==> src/rtl/pwm_fade_ctrl.sv <==
`default_nettype none
// ============================================================================
// pwm_fade_ctrl : period-synchronised duty sequencer (static / breathe / chase)
// Rev 1.0
// ============================================================================
module pwm_fade_ctrl #(
  parameter int CH   = 4,
  parameter int DW   = 8,
  parameter int STEP = 4,
  parameter int HOLD = 2
) (
  input  logic             clk,
  input  logic             rst,
  input  logic             en,
  input  logic [1:0]       mode,
  input  logic [DW-1:0]    static_duty,
  input  logic             period_end,
  output logic [CH*DW-1:0] duty,
  output logic             duty_valid,
  output logic [1:0]       state
);

  localparam int PW = (CH > 1) ? $clog2(CH) : 1;
  localparam int HW = (HOLD > 1) ? $clog2(HOLD) : 1;

  localparam logic [DW-1:0] C_MAX       = {DW{1'b1}};
  localparam logic [DW-1:0] C_STEP      = DW'(STEP);
  localparam logic [DW:0]   C_STEP_WIDE = (DW+1)'(STEP);
  localparam logic [HW-1:0] C_HOLD_LAST = HW'(HOLD - 1);
  localparam logic [PW-1:0] C_PTR_LAST  = PW'(CH - 1);
  localparam logic [1:0]    C_MODE_BREATHE = 2'd1;
  localparam logic [1:0]    C_MODE_CHASE   = 2'd2;

  typedef enum logic [1:0] {
    ST_IDLE   = 2'd0,
    ST_STATIC = 2'd1,
    ST_UP     = 2'd2,
    ST_DOWN   = 2'd3
  } state_t;

  state_t            state_q, state_d;
  logic [DW-1:0]     level_q, level_d;
  logic [PW-1:0]     ptr_q, ptr_d;
  logic [HW-1:0]     hold_cnt_q, hold_cnt_d;
  logic [1:0]        cur_mode_q, cur_mode_d;
  logic [CH*DW-1:0]  duty_q, duty_d;
  logic              duty_valid_q, duty_valid_d;

  logic              w_update;
  logic              w_ramp_mode;
  logic              w_chase;
  logic [DW:0]       w_level_up;
  logic [PW-1:0]     w_ptr_next;
  logic [CH*DW-1:0]  w_upd_duty;

  assign w_update    = en && period_end && (hold_cnt_q == C_HOLD_LAST);
  assign w_ramp_mode = (mode == C_MODE_BREATHE) || (mode == C_MODE_CHASE);
  assign w_chase     = (mode == C_MODE_CHASE);
  assign w_level_up  = {1'b0, level_q} + C_STEP_WIDE;
  assign w_ptr_next  = (ptr_q == C_PTR_LAST) ? '0 : ptr_q + PW'(1);

  // Ramp/level sequencing; duty is derived from the post-update level and ptr.
  always_comb begin
    state_d    = state_q;
    level_d    = level_q;
    ptr_d      = ptr_q;
    hold_cnt_d = hold_cnt_q;
    cur_mode_d = cur_mode_q;
    if (!en) begin
      state_d    = ST_IDLE;
      level_d    = '0;
      ptr_d      = '0;
      hold_cnt_d = '0;
    end else if (period_end) begin
      if (w_update) begin
        hold_cnt_d = '0;
        cur_mode_d = mode;
        if (!w_ramp_mode) begin
          level_d = static_duty;
          state_d = ST_STATIC;
        end else if ((mode != cur_mode_q) || (state_q == ST_IDLE) ||
                     (state_q == ST_STATIC)) begin
          level_d = C_STEP;
          ptr_d   = '0;
          state_d = ST_UP;
        end else if (state_q == ST_UP) begin
          if (w_level_up >= {1'b0, C_MAX}) begin
            level_d = C_MAX;
            state_d = ST_DOWN;
          end else begin
            level_d = w_level_up[DW-1:0];
          end
        end else begin
          if ({1'b0, level_q} <= C_STEP_WIDE) begin
            level_d = '0;
            state_d = ST_UP;
            if (w_chase) begin
              ptr_d = w_ptr_next;
            end
          end else begin
            level_d = level_q - C_STEP;
          end
        end
      end else begin
        hold_cnt_d = hold_cnt_q + HW'(1);
      end
    end
  end

  for (genvar i = 0; i < CH; i++) begin : g_ch
    assign w_upd_duty[i*DW +: DW] = (!w_chase || (ptr_d == PW'(i))) ? level_d : '0;
  end

  always_comb begin
    duty_d       = duty_q;
    duty_valid_d = 1'b0;
    if (!en) begin
      duty_d       = '0;
      duty_valid_d = |duty_q;
    end else if (w_update) begin
      duty_d       = w_upd_duty;
      duty_valid_d = 1'b1;
    end
  end

  always_ff @(posedge clk or posedge rst) begin
    if (rst) begin
      state_q      <= ST_IDLE;
      level_q      <= '0;
      ptr_q        <= '0;
      hold_cnt_q   <= '0;
      cur_mode_q   <= '0;
      duty_q       <= '0;
      duty_valid_q <= 1'b0;
    end else begin
      state_q      <= state_d;
      level_q      <= level_d;
      ptr_q        <= ptr_d;
      hold_cnt_q   <= hold_cnt_d;
      cur_mode_q   <= cur_mode_d;
      duty_q       <= duty_d;
      duty_valid_q <= duty_valid_d;
    end
  end

  assign duty       = duty_q;
  assign duty_valid = duty_valid_q;
  assign state      = state_q;

endmodule
`default_nettype wire

==> config.mk <==
export PLATFORM = sky130hd
export DESIGN_NAME = pwm_fade_ctrl
export DESIGN_NICKNAME = d
export VERILOG_FILES = /design/src/rtl/pwm_fade_ctrl.sv
export SDC_FILE = /design/constraint.sdc
export NUM_CORES = 1
export LEC_CHECK = 0
export ABC_AREA = 0
export CORE_MARGIN = 3
export CORE_UTILIZATION = 30
export DETAILED_ROUTE_END_ITERATION = 12
export PLACE_DENSITY = 0.62
export SLEW_MARGIN = 20
export SYNTH_ARGS = -nofsm -noshare
export SYNTH_HDL_FRONTEND = slang
export SYNTH_SLANG_ARGS = --single-unit
==> constraint.sdc <==
create_clock -name clk -period 5.7 [get_ports clk]
set_input_delay 0.57 -clock clk [delete_from_list [all_inputs] [get_ports clk]]
set_output_delay 0.57 -clock clk [all_outputs]
set_load 0.02 [all_outputs]
==> flow_summary_export.csv, run 1 <==
group,metric,value,unit
timing,setup_violations,0,
worst_setup_path,cp.required,5.92,ns
clock_tree,clk-insertion-delay-late,0.31,ns
worst_setup_path,reg2reg_to,"duty[26]",
worst_setup_path,endpoint_kind,"flop",
worst_setup_path,endpoint,"duty[18]",
timing,tightest_slew,0.830,ns
clock_tree,path_clk_slew,0.09,ns
finish,area_delta_synth_final,26.7,%
global_route,track_usage,15.0,%
clock_tree,ctsRootBufferMaster,"clkbuf_8",
drt,drtIter0Drc,165,
drt,via_per_inst,5.45,
global_route,grt_first_pass_wirelength,12000,um
die,rows,33,
synth,synth_edf_count,0,
pwr,power_density,240,mW/mm2
worst_setup_path,ff2ff_path_depth,7,
global_route,grt_max_degree,49,
synth,ys_seq_area_share,46.4,%
synth,ys_types,49,
worst_setup_path,critPathArrivalTime,3.08,ns
placed_design,port_buffers,48,
synth,synthFlopType,"dfrtp_1",
synth,yosysTopAreaCell,"dfrtp_1",
clock_tree,clock_path_buffers,2,
placed_design,dp_hpwl,5260,um
timing,layout_setup_ws,2.84,ns
synth,synth.ff_latch_count,48,
synth,syn-instance-count,277,
global_route,overflow,0,
placed_design,gp_congestion,0.948,
drt,wl_met2,3390,um
drt,drt_wl_total,7130,um
worst_setup_path,crit_chain,"clkdlybuf4s50_1 -> inv_1 -> ha_1 -> nand3b_1 -> nand2_1 -> o21ai_2 -> nand4_1 -> o211a_1 -> o21ai_0",
synth,synth-warning-count,0,
worst_setup_path,r2r_start,"level_q[2]",
timing,final_max_slew_viol_count,0,
worst_setup_path,startpoint,"mode[0]",
timing,hold_viol,0,
drt,wl_met1,3250,um
worst_setup_path,crit_path_max_incr_delay,0.75,ns
drt,drt-pass1-iter-count,5,
die,die_y,98.9,um
worst_setup_path,path_max_fanout,18,
timing,period_needed,2.86,ns
drt,ant_nets,0,
timing,fin_crit_sh,50.2,%
drt,wire_per_inst,16.7,um
synth,synth_nets,297,
clock_tree,post_cts_resize_count,0,
finish,fillers,807,
synth,ys_async_sr_fraction,100,%
drt,wl_met3,410,um
die,start_util,31.2,%
finish,post-route-util,39.5,%
pwr,p_total,0.787,mW
timing,fin_tns_setup,0,ns
timing,whs,0.509,ns
global_route,antenna_found_initial,0,
worst_setup_path,critPathKind,"in -> reg",
synth,synth.area.top_cells,"dfrtp_1 46%, nand2_1 6.7%, o21ai_0 5.0%, ha_1 2.9%, a22o_1 2.7%",
synth,synth_top_area_share,46.4,%
flow_run,drv_cap,0,
clock_tree,cts_setup_buffers,0,
clock_tree,ctsHoldBuffers,0,
worst_setup_path,rrSetupSlack,3.32,ns
die,dieArea,0.00978,mm2
clock_tree,cts_tree,"yes",
clock_tree,cts_made_buffers,5,
clock_tree,cts.htree.levels,2,
timing,slew_headroom,44.6,%
global_route,grt_pass1_vias,2342,
worst_setup_path,critical-path-slowest-cell,"ha_1",
worst_hold_path,hold_class,"reg -> reg",
clock_tree,clock-sinks,48,
synth,postSynthAreaPerCell,9.35,um2
die,die_w,98.9,um
drt,vias,2321,
finish,drive_above_1_share,7.48,%
timing,max_freq,350,MHz
synth,netlist_area,0.00259,mm2
pwr,power_leakage,1.38,nW
outcome,status,"finished clean",
pwr,ir_drop,133,uV
finish,final_cell_mix,"48 x dfrtp_1, 48 x clkdlybuf4s50_1, 46 x nand2_1",
die,ioPinCount,49,
finish,nets,341,
die,core,0.00830,mm2
worst_setup_path,cp-start-kind,"input pin",
drt,drc_errors,0,
drt,top_layer,"met4",
finish,antennaDiodeCount,0,
placed_design,preCtsSetupSlack,2.55,ns
timing,rsz0062_at_grt,"false",
timing,fin_skew,0.00915,ns
-- power breakdown --
| part | switching [mW] | total [mW] | internal (mW) |
|---|---|---|---|
| clock network | 0.116 | 0.289 | 0.173 |
| registers | 0.0157 | 0.371 | 0.356 |
| logic | 0.0734 | 0.127 | 0.0536 |
| total | 0.205 | 0.787 | 0.582 |
-- how the worst min path moves through the flow --
| stage | start | endpoint | slack (ns) | cells past startpoint |
|---|---|---|---|---|
| after floorplan | cur_mode_q[1] | cur_mode_q[1] | 0.47 | 2 |
| after global placement | cur_mode_q[0] | cur_mode_q[0] | 0.49 | 2 |
| after detailed placement | cur_mode_q[1] | cur_mode_q[1] | 0.49 | 2 |
| after CTS | cur_mode_q[1] | cur_mode_q[1] | 0.51 | 2 |
| after global routing | cur_mode_q[1] | cur_mode_q[1] | 0.54 | 2 |
| final | cur_mode_q[1] | cur_mode_q[1] | 0.51 | 2 |
-- stage by stage --
stage / cells / cell area [um2]
2_1_floorplan: 277 / 2590
3_3_place_gp: 419 / 3150
3_5_place_dp: 419 / 3150
4_1_cts: 426 / 3280
5_1_grt: 426 / 3280
6_report: 426 / 3280
-- flip-flops by register name (all words and copies together), names as in the netlist --
name and flops:
cur_mode_q 2, hold_cnt_q 1, state 2, duty 32, duty_valid 1, level_q 8
ptr_q 2
-- logic make-up (layout without fill, tap and decap cells) --
kind of cell               after synthesis  in the layout  synth area share, %
muxes                                    1              1                0.386
xor gates and xnor gates                10             10                 3.38
adders and majority gates                6              6                 2.90
AOI/OAI and AO/OA                       75             75                 19.8
buffers and inverters                   18             62                 3.24
DFF                                     48             48                 46.4
and+or+nand+nor                        119            119                 24.0
-- layout make-up --
type / instances / area (um2) / share of cell area, %
well taps: 105 / 131 / 4.00
inverters: 6 / 23.8 / 0.724
multi-input cells: 211 / 1310 / 39.9
clock inverters: 2 / 60.1 / 1.83
flip-flops and latches: 48 / 1200 / 36.6
repair buffers: 49 / 488 / 14.9
clock buffers: 5 / 68.8 / 2.10
-- per-layer routing --
layer / vias to the layer above / global-route usage [%]
li1: 1088 / -
met1: 1134 / 20.5
met2: 89 / 24.3
met3: 10 / 3.26
met4: 0 / 3.57
met5: - / 0
-- worst max-delay path: cells and delay by family --
family                   cells  cell delay (ns)
adder cells (fa/ha/maj)      1             0.75
AO/OA/AOI/OAI                3             0.66
buffers and inverters        2             0.58
AND/OR/NAND/NOR              3             0.53
-- synth_stat cells (2+ instances only) --
library cell	instances
inv_1	6
o211ai_1	2
xor2_1	6
ha_1	6
a31oi_1	4
and3_1	4
nand3_1	14
nor2_1	17
nor3b_1	2
xnor2_1	4
o21ai_0	26
nand2b_1	5
nor3_1	3
clkbuf_1	6
dfrtp_1	48
nor4_1	9
a21oi_1	13
nand4_1	6
and2_1	2
buf_2	3
a211o_1	3
o211a_1	2
nand2_1	46
o21ai_2	7
a311o_1	2
a22o_1	8
Note: power is estimated with default switching activity, not from simulation.
==> run 2, diff against run 1 <==
- clock period: 5.7 -> 2.9 ns (I/O delays scaled with it)
==> flow_summary_export.csv, run 2 (same netlist as run 1, synthesis figures left out) <==
group,metric,value,unit
die,start_util,31.2,%
placed_design,gp_congestion,0.932,
finish,area.sequential,0.00120,mm2
timing,layout_setup_ws,0.580,ns
flow_run,drv_cap,0,
finish,multi_input_area,0.00131,mm2
drt,drt-pass1-iter-count,4,
clock_tree,ctsRootBufferMaster,"clkbuf_8",
clock_tree,clk-insertion-delay-late,0.31,ns
worst_setup_path,cp-start-kind,"flop",
clock_tree,clock_path_buffers,2,
worst_setup_path,path_max_fanout,7,
clock_tree,cts.htree.levels,2,
clock_tree,path_clk_slew,0.10,ns
worst_setup_path,critPathArrivalTime,2.50,ns
die,dieArea,0.00978,mm2
global_route,grt_max_degree,49,
timing,rsz0062_at_grt,"false",
global_route,grt_first_pass_wirelength,11200,um
timing,slew_headroom,45.2,%
timing,fin_skew,0.0101,ns
worst_setup_path,crit_path_max_incr_delay,0.46,ns
global_route,grt_pass1_vias,2075,
timing,final_max_slew_viol_count,0,
finish,design_area,0.00328,mm2
finish,area_delta_synth_final,26.8,%
timing,whs,0.435,ns
die,rows,33,
timing,max_freq,431,MHz
die,ioPinCount,49,
drt,wire_per_inst,15.9,um
worst_setup_path,critical-path-slowest-cell,"dfrtp_1",
placed_design,place_area,0.00317,mm2
clock_tree,clock-sinks,48,
finish,drive_above_1_share,8.33,%
drt,drtIter0Drc,141,
clock_tree,ctsHoldBuffers,0,
die,die_w,98.9,um
timing,period_needed,2.32,ns
clock_tree,cts_setup_buffers,0,
worst_setup_path,crit_chain,"inv_1 -> ha_1 -> nor3b_1 -> o211a_4 -> nor2_1 -> or4_1 -> nand3_1 -> o21ai_0",
timing,setup_violations,0,
die,core,0.00830,mm2
finish,final-instance-count-excl-fill,429,
outcome,status,"finished clean",
finish,largest_reg_flops,32,
pwr,power_density,451,mW/mm2
global_route,overflow,0,
drt,via_per_inst,5.22,
drt,ant_nets,0,
finish,fillers,853,
worst_setup_path,path_buf_inv,1,
placed_design,dp.cells,421,
timing,hold_viol,0,
finish,nets,343,
worst_setup_path,cp.required,3.08,ns
worst_hold_path,hold_class,"in -> async",
placed_design,port_buffers,48,
drt,drc_errors,0,
drt,vias,2240,
worst_setup_path,critPathKind,"reg -> reg",
timing,fin_crit_sh,80.0,%
worst_setup_path,crit_family,"simple AND/OR/NAND/NOR gates",
clock_tree,cts_tree,"yes",
worst_setup_path,rrSetupSlack,0.58,ns
global_route,antenna_found_initial,0,
clock_tree,post_cts_resize_count,0,
pwr,ir_drop,276,uV
timing,fin_tns_setup,0,ns
placed_design,dp_hpwl,5040,um
finish,antennaDiodeCount,0,
pwr,power_leakage,1.38,nW
die,die_y,98.9,um
finish,final_cell_mix,"48 x dfrtp_1, 48 x clkdlybuf4s50_1, 46 x nand2_1",
worst_setup_path,endpoint_kind,"flop",
placed_design,preCtsSetupSlack,0.375,ns
drt,drt_wl_total,6830,um
global_route,track_usage,14.2,%
clock_tree,cts_made_buffers,5,
timing,tightest_slew,0.822,ns
## run 2: final cells by class
type | instances | area share, %
Clock buffer | 5 | 2.10
Clock inverter | 3 | 1.41
Inverter | 6 | 0.724
Multi-Input combinational cell | 211 | 39.9
Sequential cell | 48 | 36.6
Tap cell | 105 | 4.00
Timing Repair Buffer | 51 | 15.3
## run 2: layer usage
metal / up-vias / wire length (um) / global-route usage, %
met3: 9 / 332 / 3.04
met1: 1082 / 3380 / 21.6
li1: 1096 / - / -
met5: - / 0 / 0
met2: 53 / 3020 / 20.0
met4: 0 / 96 / 4.52
## run 2: power by group
| part | switching, mW | internal (mW) |
|---|---|---|
| Sequential | 0.0299 | 0.699 |
| Combinational | 0.146 | 0.107 |
| Clock | 0.240 | 0.260 |
## run 2: stage by stage
| stage | utilization, % | total power, mW |
|---|---|---|
| 2_1_floorplan | - | 0.893 |
| 5_1_grt | 39.6 | 1.55 |
| 3_5_place_dp | 38.2 | 0.996 |
| 6_report | 39.6 | 1.48 |
| 4_1_cts | 39.5 | 1.49 |
| 3_3_place_gp | 38.2 | 0.993 |
## run 2: final timing paths
check,start,cells after the start,endpoint
max,level_q[3],8,duty[26]
min,rst,2,duty[15]
max reg2reg,level_q[3],8,duty[26]
min reg2reg,cur_mode_q[1],2,cur_mode_q[1]
max in group asynchronous,rst,2,ptr_q[0]
min in group clk,cur_mode_q[1],2,cur_mode_q[1]
## run 2: worst reg2reg max path: stages, from the launching register on
cell	delay (ns)
dfrtp_1	0.46
inv_1	0.11
ha_1	0.14
nor3b_1	0.33
o211a_4	0.27
nor2_1	0.05
or4_1	0.40
nand3_1	0.28
o21ai_0	0.15
==> run 3, diff against run 2 <==
- clock period: 2.9 -> 2.3 ns (I/O delays scaled with it)
==> flow_summary_export.csv, run 3 (same netlist as run 1, synthesis figures left out) <==
group,metric,value,unit
timing,fin_tns_setup,0,ns
timing,final_max_slew_viol_count,0,
timing,tightest_slew,0.595,ns
timing,slew_headroom,60.4,%
worst_setup_path,rrSetupSlack,0.10,ns
worst_setup_path,path_max_fanout,5,
finish,final-instance-count-excl-fill,455,
placed_design,port_buffers,48,
finish,final_cell_mix,"48 x clkdlybuf4s50_1, 47 x dfrtp_1, 46 x nand2_1",
placed_design,dp_hpwl,5390,um
clock_tree,clock-sinks,48,
clock_tree,path_clk_slew,0.09,ns
timing,setup_violations,0,
die,start_util,31.2,%
drt,vias,2368,
worst_setup_path,critPathKind,"reg -> reg",
pwr,switching_share,28.7,%
pwr,seqPwrFrac,52.3,%
die,die_y,98.9,um
placed_design,preCtsSetupSlack,-0.0655,ns
pwr,p_switching,0.503,mW
global_route,grt_first_pass_wirelength,11400,um
timing,period_needed,2.20,ns
finish,antennaDiodeCount,0,
finish,area_delta_synth_final,34.4,%
drt,drc_errors,0,
pwr,p_comb_share,20.3,%
clock_tree,cts_tree,"yes",
worst_setup_path,cp.required,2.48,ns
die,dieArea,0.00978,mm2
pwr,clock_power_share,27.5,%
pwr,power_leakage,1.50,nW
drt,ant_nets,0,
timing,rsz0062_at_grt,"false",
clock_tree,ctsRootBufferMaster,"clkbuf_8",
global_route,track_usage,14.5,%
worst_setup_path,critPathArrivalTime,2.38,ns
finish,post-route-util,42.0,%
pwr,power_density,504,mW/mm2
die,ioPinCount,49,
drt,drtIter0Drc,102,
flow_run,drv_cap,0,
global_route,grt_max_degree,49,
timing,hold_viol,0,
drt,drt-pass1-iter-count,4,
finish,drive_above_1_share,16.6,%
finish,largest_reg_flops,32,
pwr,ir_drop,231,uV
finish,nets,370,
worst_setup_path,ff2ff_path_depth,8,
outcome,status,"finished clean",
clock_tree,cts.htree.levels,2,
clock_tree,clock_path_buffers,2,
worst_setup_path,cp-start-kind,"flop",
finish,final_common_cell,"clkdlybuf4s50_1",
pwr,p_int,1.25,mW
clock_tree,cts_made_buffers,5,
worst_setup_path,r2r_start,"level_q[3]",
drt,wire_per_inst,15.5,um
global_route,antenna_found_initial,0,
timing,fin_crit_sh,95.6,%
worst_setup_path,reg2reg_to,"duty[26]",
clock_tree,clk-insertion-delay-late,0.30,ns
worst_hold_path,hold_class,"in -> async",
drt,drt_wl_total,7040,um
global_route,overflow,0,
timing,max_freq,455,MHz
worst_setup_path,endpoint_kind,"flop",
timing,fin_skew,0.00754,ns
placed_design,dp.cells,447,
global_route,grt_pass1_vias,2242,
timing,layout_setup_ws,0.100,ns
die,die_w,98.9,um
die,rows,33,
die,core,0.00830,mm2
placed_design,gp_congestion,0.882,
drt,via_per_inst,5.20,
run 3: cell types whose count changed in the layout (fill, tap and decap cells not counted), sizes merged:
cell and change:
buf +27, bufinv -1
run 3: worst max-delay path by stage:
stage	from	end	slack, ns	depth (start not counted)
6_report	level_q[3]	duty[26]	0.10	8
5_1_grt	level_q[3]	duty[30]	0.003	9
4_1_cts	level_q[3]	duty[22]	0.08	9
3_5_place_dp	mode[0]	duty[26]	-0.07	7
3_3_place_gp	mode[0]	duty[11]	-0.06	7
2_1_floorplan	level_q[3]	duty[3]	0.30	8
run 3: final cells by class:
type	count	area, um2
Tap cell	105	131
Fill cell	848	4820
Sequential cell	48	1200
Multi-Input combinational cell	211	1340
Clock inverter	2	12.5
Timing Repair Buffer	78	706
Clock buffer	5	68.8
Inverter	6	22.5
run 3: critical path, stage by stage, from the launching register on:
cell and delay [ns]:
dfrtp_1 0.45, buf_4 0.17, nand3_1 0.08, xor2_1 0.31, o41ai_1 0.13, buf_4 0.15
or4_1 0.55, nand3_4 0.14, o21ai_0 0.09
run 3: per-stage QoR:
step           area, um2  hold slack [ns]  power (mW)
2_1_floorplan       2590            0.335        1.13
3_3_place_gp        3360            0.485        1.28
3_5_place_dp        3360            0.499        1.29
4_1_cts             3460            0.438        1.77
5_1_grt             3480            0.457        1.85
6_report            3480            0.400        1.76
run 3: power by group through the flow:
| stage | Sequential (mW) | Combinational [mW] | Clock, mW |
|---|---|---|---|
| 2_1_floorplan | 0.954 | 0.172 | 0 |
| 3_3_place_gp | 0.934 | 0.351 | 0 |
| 3_5_place_dp | 0.934 | 0.354 | 0 |
| 4_1_cts | 0.917 | 0.357 | 0.494 |
| 5_1_grt | 0.924 | 0.390 | 0.534 |
| 6_report | 0.917 | 0.356 | 0.482 |
run 3: repair_timing:
item / CTS / global route
gates resized for setup: 3 / 3
setup endpoints to repair: 7 / 14
setup buffers: 0 / 1
hold buffers: 0 / 0
run 3: metal layers:
layer / share of wire [%] / track usage, % / vias up
met5: 0 / 0 / -
met4: 0.88 / 3.15 / 0
met3: 5.4 / 2.34 / 10
met2: 46 / 22.8 / 59
met1: 48 / 21.0 / 1149
li1: - / - / 1150
